$ cat src/rtl/vga_pkg.sv
`default_nettype none
// +----------------------------------------------------------------------+
// | vga_pkg                                                              |
// | Shared screen constants, pixel record and state-RAM address helper.  |
// | Revision: 1.0                                                        |
// +----------------------------------------------------------------------+
package vga_pkg;

   localparam int SCREEN_W = 160;
   localparam int SCREEN_H = 120;
   localparam int COLOUR_W = 9;
   localparam int COORD_W  = 15;
   localparam int X_MSB    = 14;
   localparam int X_LSB    = 7;
   localparam int Y_MSB    = 6;

   typedef struct packed {
      logic [COLOUR_W-1:0] colour;
      logic [7:0]          x;
      logic [6:0]          y;
   } pixel_t;

   // y*160 + x built from shifts: y*128 + y*32 + x.
   function automatic logic [COORD_W-1:0] state_addr(input logic [7:0] x,
                                                      input logic [6:0] y);
      logic [COORD_W-1:0] y_w;
      y_w = {8'd0, y};
      return (y_w << 7) + (y_w << 5) + {7'd0, x};
   endfunction

endpackage
`default_nettype wire

$ cat src/rtl/pixel_fifo.sv
`default_nettype none
// +----------------------------------------------------------------------+
// | pixel_fifo                                                           |
// | Synchronous DEPTH-entry pixel FIFO with wrap-bit pointers.           |
// | Revision: 1.0                                                        |
// +----------------------------------------------------------------------+
module pixel_fifo
   import vga_pkg::*;
#(
   parameter int DEPTH = 16
) (
   input  logic                       clk,
   input  logic                       resetn,
   input  logic                       push,
   input  logic                       pop,
   input  pixel_t                     din,
   output pixel_t                     dout,
   output logic [$clog2(DEPTH):0]     count,
   output logic                       full,
   output logic                       empty
);

   localparam int AW = $clog2(DEPTH);
   localparam logic [AW:0] FULL_CNT = DEPTH[AW:0];

   pixel_t      mem_q [DEPTH];
   logic [AW:0] wr_q, wr_d;
   logic [AW:0] rd_q, rd_d;

   always_comb begin
      wr_d = wr_q;
      rd_d = rd_q;
      if (push) wr_d = wr_q + (AW+1)'(1);
      if (pop)  rd_d = rd_q + (AW+1)'(1);
   end

   always_ff @(posedge clk or negedge resetn) begin
      if (!resetn) begin
         wr_q <= '0;
         rd_q <= '0;
      end else begin
         wr_q <= wr_d;
         rd_q <= rd_d;
      end
   end

   // Storage needs no reset; the pointers alone define validity.
   always_ff @(posedge clk) begin
      if (push) mem_q[wr_q[AW-1:0]] <= din;
   end

   assign dout  = mem_q[rd_q[AW-1:0]];
   assign count = wr_q - rd_q;
   assign full  = (count == FULL_CNT);
   assign empty = (wr_q == rd_q);

endmodule
`default_nettype wire

$ cat src/rtl/vga_pixel_writer.sv
`default_nettype none
// +----------------------------------------------------------------------+
// | vga_pixel_writer                                                     |
// | Bounds-checks pixel writes, queues them and drains them to the VGA   |
// | adapter and the current-state RAM.                                   |
// | Revision: 1.0                                                        |
// +----------------------------------------------------------------------+
module vga_pixel_writer #(
   parameter int DEPTH    = 16,
   parameter int SCREEN_W = 160,
   parameter int SCREEN_H = 120,
   parameter int CNT_W    = 16
) (
   input  logic              clk,
   input  logic              resetn,
   input  logic [8:0]        colour,
   input  logic [14:0]       coordinates,
   input  logic              VGA_write_enable,
   input  logic              vga_ready,
   output logic [7:0]        vga_x,
   output logic [6:0]        vga_y,
   output logic [8:0]        vga_colour,
   output logic              vga_plot,
   output logic [14:0]       state_address,
   output logic [8:0]        state_data,
   output logic              state_wren,
   output logic              fifo_full,
   output logic              idle,
   output logic              overflow,
   output logic [CNT_W-1:0]  drop_count,
   output logic [CNT_W-1:0]  overflow_count
);

   import vga_pkg::*;

   localparam int AW = $clog2(DEPTH);

   pixel_t      w_in, w_head;
   logic [AW:0] w_count;
   logic        w_full, w_empty;
   logic        w_in_range, w_valid, w_pop, w_push, w_lost;

   logic              plot_q,   plot_d;
   logic [7:0]        x_q,      x_d;
   logic [6:0]        y_q,      y_d;
   logic [8:0]        colour_q, colour_d;
   logic [14:0]       addr_q,   addr_d;
   logic [CNT_W-1:0]  drop_q,   drop_d;
   logic [CNT_W-1:0]  ovfc_q,   ovfc_d;
   logic              ovf_q,    ovf_d;

   assign w_in.colour = colour;
   assign w_in.x      = coordinates[X_MSB:X_LSB];
   assign w_in.y      = coordinates[Y_MSB:0];

   assign w_in_range = (32'(w_in.x) < SCREEN_W) && (32'(w_in.y) < SCREEN_H);
   assign w_valid    = VGA_write_enable & w_in_range;
   assign w_pop      = ~w_empty & vga_ready;
   // A full FIFO still accepts a pixel when the head leaves on the same edge.
   assign w_push     = w_valid & ((32'(w_count) < DEPTH) | w_pop);
   assign w_lost     = w_valid & ~w_push;

   pixel_fifo #(.DEPTH(DEPTH)) u_fifo (
      .clk    (clk),
      .resetn (resetn),
      .push   (w_push),
      .pop    (w_pop),
      .din    (w_in),
      .dout   (w_head),
      .count  (w_count),
      .full   (w_full),
      .empty  (w_empty)
   );

   always_comb begin
      plot_d   = w_pop;
      x_d      = x_q;
      y_d      = y_q;
      colour_d = colour_q;
      addr_d   = addr_q;
      drop_d   = drop_q;
      ovfc_d   = ovfc_q;
      ovf_d    = ovf_q | w_lost;
      if (w_pop) begin
         x_d      = w_head.x;
         y_d      = w_head.y;
         colour_d = w_head.colour;
         addr_d   = state_addr(w_head.x, w_head.y);
      end
      if (VGA_write_enable && !w_in_range && (drop_q != '1))
         drop_d = drop_q + CNT_W'(1);
      if (w_lost && (ovfc_q != '1))
         ovfc_d = ovfc_q + CNT_W'(1);
   end

   always_ff @(posedge clk or negedge resetn) begin
      if (!resetn) begin
         plot_q   <= 1'b0;
         x_q      <= '0;
         y_q      <= '0;
         colour_q <= '0;
         addr_q   <= '0;
         drop_q   <= '0;
         ovfc_q   <= '0;
         ovf_q    <= 1'b0;
      end else begin
         plot_q   <= plot_d;
         x_q      <= x_d;
         y_q      <= y_d;
         colour_q <= colour_d;
         addr_q   <= addr_d;
         drop_q   <= drop_d;
         ovfc_q   <= ovfc_d;
         ovf_q    <= ovf_d;
      end
   end

   assign vga_x          = x_q;
   assign vga_y          = y_q;
   assign vga_colour     = colour_q;
   assign vga_plot       = plot_q;
   assign state_address  = addr_q;
   assign state_data     = colour_q;
   assign state_wren     = plot_q;
   assign fifo_full      = w_full;
   assign idle           = w_empty & ~plot_q;
   assign overflow       = ovf_q;
   assign drop_count     = drop_q;
   assign overflow_count = ovfc_q;

endmodule
`default_nettype wire

$ cat config.mk
export PLATFORM = sky130hd
export DESIGN_NAME = vga_pixel_writer
export DESIGN_NICKNAME = d
export VERILOG_FILES = /design/src/rtl/vga_pkg.sv /design/src/rtl/pixel_fifo.sv /design/src/rtl/vga_pixel_writer.sv
export SDC_FILE = /design/constraint.sdc
export NUM_CORES = 1
export LEC_CHECK = 0
export CORE_AREA = 2 2 190 173
export CTS_BUF_LIST = sky130_fd_sc_hd__clkbuf_2
export CTS_CLUSTER_SIZE = 20
export DETAILED_ROUTE_END_ITERATION = 10
export DIE_AREA = 0 0 192 175
export GPL_ROUTABILITY_DRIVEN = 0
export PLACE_DENSITY = 0.8
export SETUP_SLACK_MARGIN = 0.3
export SYNTH_ARGS = -nofsm -noshare
export SYNTH_HDL_FRONTEND = slang
export SYNTH_HIERARCHICAL = 1
export SYNTH_SLANG_ARGS = --single-unit
$ cat constraint.sdc
create_clock -name clk -period 7.84 [get_ports clk]
set_input_delay 1.96 -clock clk [delete_from_list [all_inputs] [get_ports clk]]
set_output_delay 1.96 -clock clk [all_outputs]
set_load 0.01 [all_outputs]
==> results of run 1 <==
[power groups by stage]
stage | Sequential (mW) | Clock, mW | Combinational, mW
after floorplan | 3.13 | 0 | 2.02
after global placement | 3.18 | 0 | 2.77
after detailed placement | 3.20 | 0 | 2.84
after CTS | 3.14 | 1.54 | 2.86
after global routing | 3.17 | 1.67 | 3.12
final | 3.13 | 1.50 | 2.87
[metal layers]
layer,part of all wire,global-route usage
met2,0.47,0.363
met4,0.018,0.0817
met5,0.00069,0
met1,0.42,0.348
met3,0.099,0.0655
[per-stage QoR]
| step | instance area [um^2] | hold slack (ps) |
|---|---|---|
| after floorplan | 18800 | 461 |
| after global placement | 20300 | 459 |
| after detailed placement | 20300 | 467 |
| after CTS | 21300 | 490 |
| after global routing | 21300 | 512 |
| final | 21300 | 490 |
[registers in the layout, summed over array words and instances, names as in the netlist, 5 cells and up]
signal	cells
u_fifo/mem_q	384
drop_count	16
overflow_count	16
state_address	10
state_data	9
vga_x	8
vga_y	7
u_fifo/rd_q	5
u_fifo/wr_q	5
[critical path: cells and delay by family (launching register included)]
family,cells,cell delay [ps]
and+or+nand+nor,1,150
buffers and inverters,2,1510
DFF,1,450
AOI/OAI and AO/OA,3,690
adders and majority gates,1,450
[layout make-up]
type / count / share of cell area
sequential: 462 / 0.634
multi-input combinational: 522 / 0.231
timing repair buffer: 138 / 0.0617
clock buffer: 153 / 0.0360
tap: 416 / 0.0244
clock inverter: 43 / 0.0104
inverter: 17 / 0.00300
antenna: 1 / 0.000118
[worst max path at each step]
| stage | startpoint | endpoint | slack [ps] | cells past startpoint |
|---|---|---|---|---|
| CTS | u_fifo/rd_q[2]$_DFFE_PN0P_ | fifo_full | 1620 | 7 |
| floorplan | coordinates[13] | u_fifo/mem_q[3][0]$_DFFE_PP_ | 2860 | 6 |
| global placement | coordinates[12] | u_fifo/mem_q[1][15]$_DFFE_PP_ | 2250 | 7 |
| global route | u_fifo/rd_q[2]$_DFFE_PN0P_ | fifo_full | 1460 | 7 |
| detailed placement | coordinates[12] | u_fifo/mem_q[14][17]$_DFFE_PP_ | 2040 | 7 |
| finish | u_fifo/rd_q[2]$_DFFE_PN0P_ | fifo_full | 1680 | 7 |
==> results, run 1 <==
- The final hold violation count is 0.
- The synthesized instance count is 1063.
- The min-delay analysis places its worst path in the category flip-flop to flip-flop.
- The end point of the most critical hold path is vga_y[1]$_DFFE_PN0P_.
- The slew at the pin closest to its max-slew limit is 1190 ps.
- Setup repair after global routing left no endpoint under its margin.
- The design draws between 7 and 8 mW.
- The final cell utilization of the core is 0.673.
- Port buffering added 112 buffers.
- The number of setup buffers added after CTS is 0.
- The sequential cell fraction of total power is 0.418.
- Of the cells placed in the final design, the portion with a size suffix greater than 1 is 0.212.
- VDD sags by at most 0.000230 V.
- The peak per-stage delay on the critical path is 880 ps.
- The final-report max-slew violation count came to 0.
- The average footprint of a synthesized cell is 17.7 um^2.
- The first-pass detailed-route iteration total is 7.
- The initial core utilization is 0.594.
- The total CTS buffers is 110.
- After floorplanning, the core was sized to cover 31700 um^2.
- The achievable frequency is 0.162 GHz.
- The maximum number of pins on one net before global-route repair is 64.
- The required time of the critical path is 5880 ps.
- The total congestion overflow after global routing is 0.
- The critical path class is flip-flop to output pin.
- The switching power share of the total is 0.362.
- Adding up every negative setup slack in the final design gives 0 ps.
- The launch instance of the worst min-delay path is vga_y[1]$_DFFE_PN0P_.
- The number of nets handed over by synthesis was between 1000 and 1500.
- The number of levels in the clock H-tree is 3.
- The initial antenna violation count was 3.
- No sink is reached through more buffers than the 3 on the longest clock path.
- For this design, the slowest cell found on the critical path is inv_1.
- Traced cell by cell, the critical path runs through inv_1 > ha_1 > nor2b_1 > o21ai_0 > a21oi_1 > a2111oi_2 > clkdlybuf4s50_1.
- The internal portion of the total power is 4.79 mW.
- The clock net in this run drives a total of 462 sinks.
- Along the worst path, the maximum fanout reaches 25.
- The most common library cell in the layout ignoring fill and taps is edfxtp_1.
- The number of resized instances in the post-cts repair step is 0.
- The HPWL after detailed placement is 23.5 mm.
- At the later pin of the worst-skew pair, clock insertion delay measures 1000 ps.
- The number of buffers added to fix hold violations after cts is 0.
- For this design the total switching power over the nets is 2.71 mW.
- The startpoint identified for the worst register-to-register timing path is u_fifo/rd_q[3]$_DFFE_PN0P_.
- The maximum clock skew at final layout is about 80 ps.
- Including well taps, the total number of placed cells is around 1600.
- The final instance count without filler cells is 1752.
- The aggregate routed wire length is 39.3 mm.
- The power density over the cells is 352 nW/um^2.
- After the first detailed-routing iteration, the DRC count stood at 952.
- The remaining antenna violation count after routing is 0.
- After layout, the minimum clock period comes to approximately 6000 ps.
- The mapped netlist covers 18800 um^2.
- The signal arrival time at the worst endpoint is 4200 ps.
- After floorplanning, the core was divided into 62 placement rows.
- The endpoint of the worst-slack reg-to-reg timing path is u_fifo/mem_q[1][11]$_DFFE_PP_.
- In the layout the commonest cells are edfxtp_1 (384), clkbuf_2 (153), clkdlybuf4s50_1 (111), nand2_1 (105), dfrtp_1 (76).
- The hold-critical path depth is 2.
- The share of total power dissipated in combinational logic is 0.382.
- The cell at the root of the clock tree is clkbuf_2.
- The analysis attributes to cell leakage a power of a little under 8 nW.
- The sequential standard cell area is around 13000 um^2.
- Summing over every cut layer, the via total after detailed routing is 10400.
- Counting the fill cells in the layout gives about 2100.
- The area of the multi-input gates is 4920 um^2.
- The layout net count is 1306.
- In this run the vertical extent of the chip is 175 um.
- The top-level port count is 113.
- The TritonCTS clock tree is built.
- The post-route fraction of the period consumed by the critical path is 0.786.
- The count of endpoints failing setup in the final report is 0.
- The minimum setup slack among reg-to-reg paths is around 2600 ps.
- During synthesis, Yosys emitted a total of 6 warnings.
- The layout overhead on the synthesized area is 13.3%.
- Across all setup checks in the final design, the least slack found is about 1700 ps.
- The worst setup path is launched from a flip-flop.
- The kind of capture point of the worst setup path is an output pin.
- Dividing the detail-routed via count by the number of cells gives between 5 and 6.
- Measured against its own limit, the worst slew margin works out to 0.207.
- Measured in cells, the most critical reg-to-reg path has a length of 12.
- After detailed routing, the average wire length per cell comes to 22.4 um.
- The die is 192 um wide.
- The flow ran to the end, and the final reports show no timing, DRC or antenna violations.
- The tool flagged a number of max-cap violations equal to 0.
- The area of the die is 33600 um^2.
- The DRC violation count after routing is 0.
- The wire length of the first global-routing pass is roughly 60 mm.
- The overall fraction of global-route tracks in use is 0.241.
- The number of global-route vias before repair came to 10400.
- OpenSTA, run right after detailed placement, puts the worst setup slack at between 2000 and 2500 ps.
- After clock tree synthesis, the clock-pin slew on the worst setup and hold paths is ~80 ps.
- Of the total power, the clock network draws 0.200.
Note: power is estimated with default switching activity, not from simulation.
==> run 2: changes to the inputs <==
==> constraint.sdc (replaced) <==
create_clock -name clk -period 6.1 [get_ports clk]
set_input_delay 1.525 -clock clk [delete_from_list [all_inputs] [get_ports clk]]
set_output_delay 1.525 -clock clk [all_outputs]
set_load 0.01 [all_outputs]
==> run 2 against run 1 <==
  * Hold slack lost 5.1 ps
  * Non-clock buffer count increased by 8
  * Routed wire length increased by 7.3%
  * Critical path depth did not move
  * Final cell count increased by 0.57%
  * Setup slack worse by 1100 ps
  * Sequential power increased by 30%
  * Combinational power grew 33%
  * Sequential cell count unchanged
  * Largest cell class unchanged
==> results, run 2 (synthesized netlist as in run 1, its figures left out) <==
- The run finished with clean final reports.
- Among all stages on the critical path, the largest delay is contributed by dfrtp_4.
- The wire length on met3 is 5.14 mm (+32%).
- The count of endpoints failing setup in the final report is 0 (unchanged).
- The layout overhead on the synthesized area is 13.8%.
- The slew at the pin closest to its max-slew limit is 1060 ps (-131 ps).
- The peak per-stage delay on the critical path came to 810 ps (-70 ps).
- The buffer levels on the longest clock path is 3 (unchanged).
- The total of buffers placed on input and output ports is 112 (unchanged).
- The leakage power of the design came to 7.81 nW (+0.81%).
- The library cell used most frequently in the layout, excluding fill and tap cells, is edfxtp_1.
- The routed wire length per instance is 23.9 um (+6.7%).
- The max capacitance violation total is 0 (unchanged).
- Setup repair after global routing left no endpoint under its margin.
- Based on the critical path, the design can be clocked at up to 0.182 GHz.
- Dividing the final minimum period by the clock period gives 0.899.
- The sum of net half-perimeters after detailed placement is 27.3 mm (+16%).
- The TritonCTS clock tree is built.
- The via total after detailed routing is 10700 (+2.7%).
- The number of levels in the clock H-tree is 3 (unchanged).
- In the layout the commonest cells are edfxtp_1 (384), clkbuf_2 (171), clkdlybuf4s50_1 (111), nand2_1 (105), dfrtp_1 (76).
- The final critical-path required period is around 5500 ps.
- The first-pass detailed-route iteration total is 5 (-2).
- The overall die width is 192 um (unchanged).
- The row count was 62 (unchanged).
- The number of buffers added to fix hold violations after cts is 0 (unchanged).
- The number of setup buffers added after CTS was 0 (unchanged).
- The tree is rooted in a clkbuf_2.
- The total congestion overflow after global routing was 0 (unchanged).
- The smallest hold slack is 484 ps (-5.13 ps).
- The core area is 31700 um^2 (unchanged).
- The power density over the cells is 461 nW/um^2 (+31%).
- The maximum clock skew at final layout is 80.9 ps (+1.34 ps).
- The final cell utilization of the core was 0.676 (+0.00292).
- The worst setup path is of the flip-flop to output pin kind.
- The wire length on met2 was 19.7 mm (+7.5%).
- The die height is 175 um (unchanged).
- The fraction of final layout cells with drive strength greater than 1 was 0.223 (+0.0111).
- The kind of capture point of the worst setup path is an output pin.
- The post-route standard cell area excluding fillers is 21400 um^2 (+0.43%).
- The final-report max-slew violation count was 0 (unchanged).
- The layout net count is 1312 (+0.46%).
- The flip-flop count of the largest register after layout was 384 (unchanged).
- The number of global-route vias before repair was 10800 (+4.0%).
- After detailed routing, no signal wire sits above met4.
- The clock-pin slew of the registers on the worst-case setup and hold paths is 100 ps (+20 ps).
- The number of fill cells in the layout is 2147 (+1.6%).
- The wire length of the first global-routing pass is 64.1 mm (+7.0%).
- The total CTS buffers is 108 (-1.8%).
- The cell family with the largest share of critical-path delay is flip-flops.
- The worst setup path is launched from a flip-flop.
- The sum of negative setup slack is 0 ps (unchanged).
- The area of the die is 33600 um^2 (unchanged).
- The headroom to the max-slew limit was 0.291 (+0.0837).
- The largest fanout of any net on the critical path came to 31 (+24%).
- The signal on the critical path passes through inv_1 > ha_1 > nor2b_1 > o21a_1 > or3_1 > a2111oi_2 > clkdlybuf4s50_1.
- The final hold violation count is 0 (unchanged).
- The top-level port count came to 113 (unchanged).
- The initial core utilization is 0.594 (unchanged).
- The number of resized instances in the post-cts repair step came to 0 (unchanged).
- The aggregate routed wire length is 42.2 mm (+7.3%).
- The initial antenna violation count was 1 (-2).
- The wire length on met1 is 16.5 mm (+0.68%).
- The maximum number of pins on one net before global-route repair is 79 (+23%).
- The iteration-0 DRC count of the detailed router is 1061 (+11%).
- The signal arrival time at the worst endpoint came to 3960 ps (-240 ps).
- The DRC violation count after routing is 0 (unchanged).
- The worst vdd rail ir drop is 0.000331 V (+44%).
- The overall fraction of global-route tracks in use is 0.261 (+0.0191).
- The clock latency of the later-clocked register in the worst-skew pair was 980 ps (-20 ps).
- The buffer and inverter count on the worst path is 2 (unchanged).
- In this run the worst hold path is classified as flip-flop to flip-flop.
- The required time of the critical path is 4580 ps (-1300 ps).
- The remaining antenna violation count after routing was 0 (unchanged).
- The detailed-route vias per instance is 6.06 (+2.2%).
- The sink count of the clock tree is 462 (unchanged).
- The placed standard-cell area is 20400 um^2 (+0.36%).
run 2: through the flow:
stage	cells	power, mW	setup slack [ps]
2_1_floorplan	1063	6.62	1550
3_3_place_gp	1563	7.81	1020
3_5_place_dp	1563	7.94	849
4_1_cts	1761	9.90	499
5_1_grt	1762	10.4	349
6_report	1762	9.86	615
run 2: final timing paths:
kind | start | to | slack, ps | depth (start not counted)
setup / recovery | u_fifo/rd_q[1]$_DFFE_PN0P_ | fifo_full | 610 | 7
hold / removal | state_address[8]$_DFFE_PN0P_ | state_address[8]$_DFFE_PN0P_ | 480 | 2
setup reg to reg | u_fifo/rd_q[0]$_DFFE_PN0P_ | state_address[12]$_DFFE_PN0P_ | 1240 | 12
hold reg to reg | state_address[8]$_DFFE_PN0P_ | state_address[8]$_DFFE_PN0P_ | 480 | 2
max in group asynchronous | resetn | u_fifo/rd_q[0]$_DFFE_PN0P_ | 4600 | 1
min in group asynchronous | resetn | state_data[2]$_DFFE_PN0P_ | 730 | 1
run 2: where the power goes:
group          switching, mW  internal (mW)  leakage, nW  total, mW
Sequential             0.329           3.75         4.43       4.08
Combinational           2.13           1.70         2.61       3.83
Clock                   1.17          0.787        0.773       1.95
run 2: final cells by class:
class,count,area [um^2],area share
clock inverters,27,151,0.00708
repair buffers,146,1390,0.0648
flip-flops and latches,462,13500,0.631
clock buffers,171,856,0.0400
diodes,1,2.50,0.000117
well taps,416,520,0.0243
inverters,17,63.8,0.00298
multi-input cells,522,4920,0.230
run 2: worst register-to-register path: stages, from the launching register on:
cell and delay [ps]:
dfrtp_4 920, buf_4 540, mux4_2 600, a32oi_1 410, o21ai_1 250, ha_1 270
ha_1 250, fa_1 470, a21o_1 200, a311o_1 350, a21oi_1 220, xor2_1 160
o21ai_0 90
run 2: per-layer routing:
layer,vias to the layer above,GRT usage
met5,-,0
met4,0,0.0821
met3,77,0.0813
met2,613,0.396
met1,5351,0.366
li1,4633,-
==> run 3: changes to the inputs <==
--- a/config.mk
+++ b/config.mk
@@ -7,6 +7,7 @@
 export LEC_CHECK = 0
 export CORE_AREA = 2 2 190 173
 export CTS_BUF_LIST = sky130_fd_sc_hd__clkbuf_2
+export CTS_CLUSTER_DIAMETER = 80
 export CTS_CLUSTER_SIZE = 20
 export DETAILED_ROUTE_END_ITERATION = 10
 export DIE_AREA = 0 0 192 175
==> run 3 against run 2 <==
  * Non-clock buffer count rose by 2
  * Sequential cell count did not move
  * Clock skew rose by 36 ps
  * Clock-buffer cell count fell by 123
  * Hold slack improved by 17 ps
  * Critical path depth fell by 2
==> results, run 3 (synthesized netlist as in run 1, its figures left out) <==
- The count of placed standard cells including taps is 1563 (unchanged).
- The power density over the cells is 437 nW/um^2 (-5.2%).
- The count of endpoints failing setup in the final report is 0 (unchanged).
- The layout net count was 1233 (-6.0%).
- The initial antenna violation count is 1 (unchanged).
- The minimum setup slack among reg-to-reg paths came to 1450 ps (+210 ps).
- The first-pass detailed-route iteration total was 6 (+1).
- The final hold violation count is 0 (unchanged).
- The worst setup slack before clock tree synthesis was 849 ps (unchanged).
- The remaining antenna violation count after routing is 0 (unchanged).
- The sum of net half-perimeters after detailed placement was 27.3 mm (unchanged).
- The maximum clock skew at final layout is 116 ps (+35.6 ps).
- The flow ran to the end, and the final reports show no timing, DRC or antenna violations.
- The sum of negative setup slack came to 0 ps (unchanged).
- The number of levels in the clock H-tree is 1 (-2).
- The detailed-route vias per instance is 6.33 (+4.5%).
- The post-route fraction of the period consumed by the critical path was 0.907 (+0.00743).
- The slew at the pin closest to its max-slew limit is 1070 ps (+10.4 ps).
- The required time of the critical path is 4580 ps (about the same).
- The final-report max-slew violation count is 0 (unchanged).
- The total CTS buffers is 27 (-75%).
- The clock-pin slew of the registers on the worst-case setup and hold paths was 390 ps (+290 ps).
- The clock latency of the later-clocked register in the worst-skew pair is 1020 ps (+40 ps).
- The kind of capture point of the worst setup path is an output pin.
- The top-level port count is 113 (unchanged).
- The worst-case setup margin in the final layout is 570 ps (-45.3 ps).
- The number of global-route vias before repair is 10100 (-6.8%).
- The buffer levels on the longest clock path is 3 (unchanged).
- The top cell types in the final layout, fill and taps aside, are edfxtp_1 (384), clkdlybuf4s50_1 (111), nand2_1 (105), dfrtp_1 (76), mux2i_1 (73).
- The overall fraction of global-route tracks in use is 0.251 (-0.00983).
- The number of resized instances in the post-cts repair step is 0 (unchanged).
- The critical path class is flip-flop to output pin.
- The overall die width is 192 um (unchanged).
- The overall power consumption is 9.05 mW (-8.2%).
- The routed wire length per instance came to 25.7 um (+7.3%).
- The wire length of the first global-routing pass was 62.2 mm (-3.0%).
- The via total after detailed routing was 10200 (-4.2%).
- The initial core utilization came to 0.594 (unchanged).
- The largest fanout of any net on the critical path is 25 (-19%).
- The total of buffers placed on input and output ports is 112 (unchanged).
- The signal arrival time at the worst endpoint is 4010 ps (+50 ps).
- Setup repair after global routing left no endpoint under its margin.
- The iteration-0 DRC count of the detailed router is 1186 (+12%).
- The final instance count without filler cells is 1616 (-8.3%).
- The final critical-path required period came to 5530 ps (+45.3 ps).
- The layout overhead on the synthesized area is 10.1%.
- The DRC violation count after routing is 0 (unchanged).
- The core area was 31700 um^2 (unchanged).
- The sink count of the clock tree is 462 (unchanged).
- The leakage power of the design is 7.27 nW (-6.9%).
- The worst vdd rail ir drop is 0.000303 V (-8.4%).
- The cell at the root of the clock tree is clkbuf_2.
- In this run the worst hold path is classified as flip-flop to flip-flop.
- The area of the die is 33600 um^2 (unchanged).
- The max capacitance violation total came to 0 (unchanged).
- The die height is 175 um (unchanged).
- The achievable frequency is 0.181 GHz (-0.82%).
- The maximum number of pins on one net before global-route repair is 79 (unchanged).
- The fraction of final layout cells with drive strength greater than 1 is 0.145 (-0.0779).
- TritonCTS built the clock tree.
- The most common library cell in the layout ignoring fill and taps is edfxtp_1.
- The row count came to 62 (unchanged).
- The aggregate routed wire length came to 41.5 mm (-1.6%).
- The total congestion overflow after global routing is 0 (unchanged).
- The headroom to the max-slew limit is 0.284 (-0.00696).
- The flip-flop count of the largest register after layout came to 384 (unchanged).
- The worst setup path is launched from a flip-flop.
run 3: cell types whose count changed in the layout (fill, tap and decap cells not counted), sizes merged:
cell and delta:
buf +2, bufinv -1, clkbuf -123, clkinv -22, clkinvlp -2
run 3: what timing repair did:
action                                  in CTS  in global routing
setup buffers                                0                  2
endpoints found under the setup margin       0                  1
hold buffers                                 0                  0
run 3: worst paths after layout:
path	from	to	cells after the start
worst max-delay path	u_fifo/rd_q[3]$_DFFE_PN0P_	fifo_full	5
worst min-delay path	u_fifo/wr_q[4]$_DFFE_PN0P_	u_fifo/wr_q[4]$_DFFE_PN0P_	1
worst max register to register	u_fifo/rd_q[0]$_DFFE_PN0P_	state_address[12]$_DFFE_PN0P_	12
worst min register to register	u_fifo/wr_q[4]$_DFFE_PN0P_	u_fifo/wr_q[4]$_DFFE_PN0P_	1
max in group asynchronous	resetn	u_fifo/rd_q[0]$_DFFE_PN0P_	1
min in group asynchronous	resetn	u_fifo/rd_q[1]$_DFFE_PN0P_	1
run 3: layer usage:
metal | global-route usage | vias up | share of wire
li1 | - | 4362 | -
met1 | 0.374 | 5273 | 0.41
met2 | 0.386 | 517 | 0.47
met3 | 0.0554 | 77 | 0.10
met4 | 0.0531 | 2 | 0.023
met5 | 0.0207 | - | 0.0023
run 3: cell type report:
| type | count | area, um^2 |
|---|---|---|
| repair buffers | 148 | 1430 |
| fillers | 2182 | 11000 |
| inverters | 17 | 63.8 |
| flip-flops and latches | 462 | 13500 |
| multi-input cells | 522 | 4920 |
| clock buffers | 48 | 240 |
| well taps | 416 | 520 |
| clock inverters | 2 | 23.8 |
| diodes | 1 | 2.50 |
run 3: power by group:
| group | internal (mW) | switching (mW) | total [mW] | leakage [nW] |
|---|---|---|---|---|
| logic | 1.73 | 2.20 | 3.93 | 2.63 |
| clock network | 0.208 | 0.882 | 1.09 | 0.213 |
| registers | 3.75 | 0.283 | 4.03 | 4.43 |
run 3: stage by stage:
stage               area (um^2)   util  hold WS [ps]
CTS                       20600  0.652           507
global route              20700  0.654           523
floorplan                 18800      -           461
finish                    20700  0.654           502
global placement          20400  0.644           460
detailed placement        20400  0.644           469
run 3: critical path, stage by stage (launching register included):
cell             delay (ps)
dfrtp_1                 480
inv_2                   640
ha_1                    410
or3_1                   400
a2111oi_2               420
clkdlybuf4s50_1         630
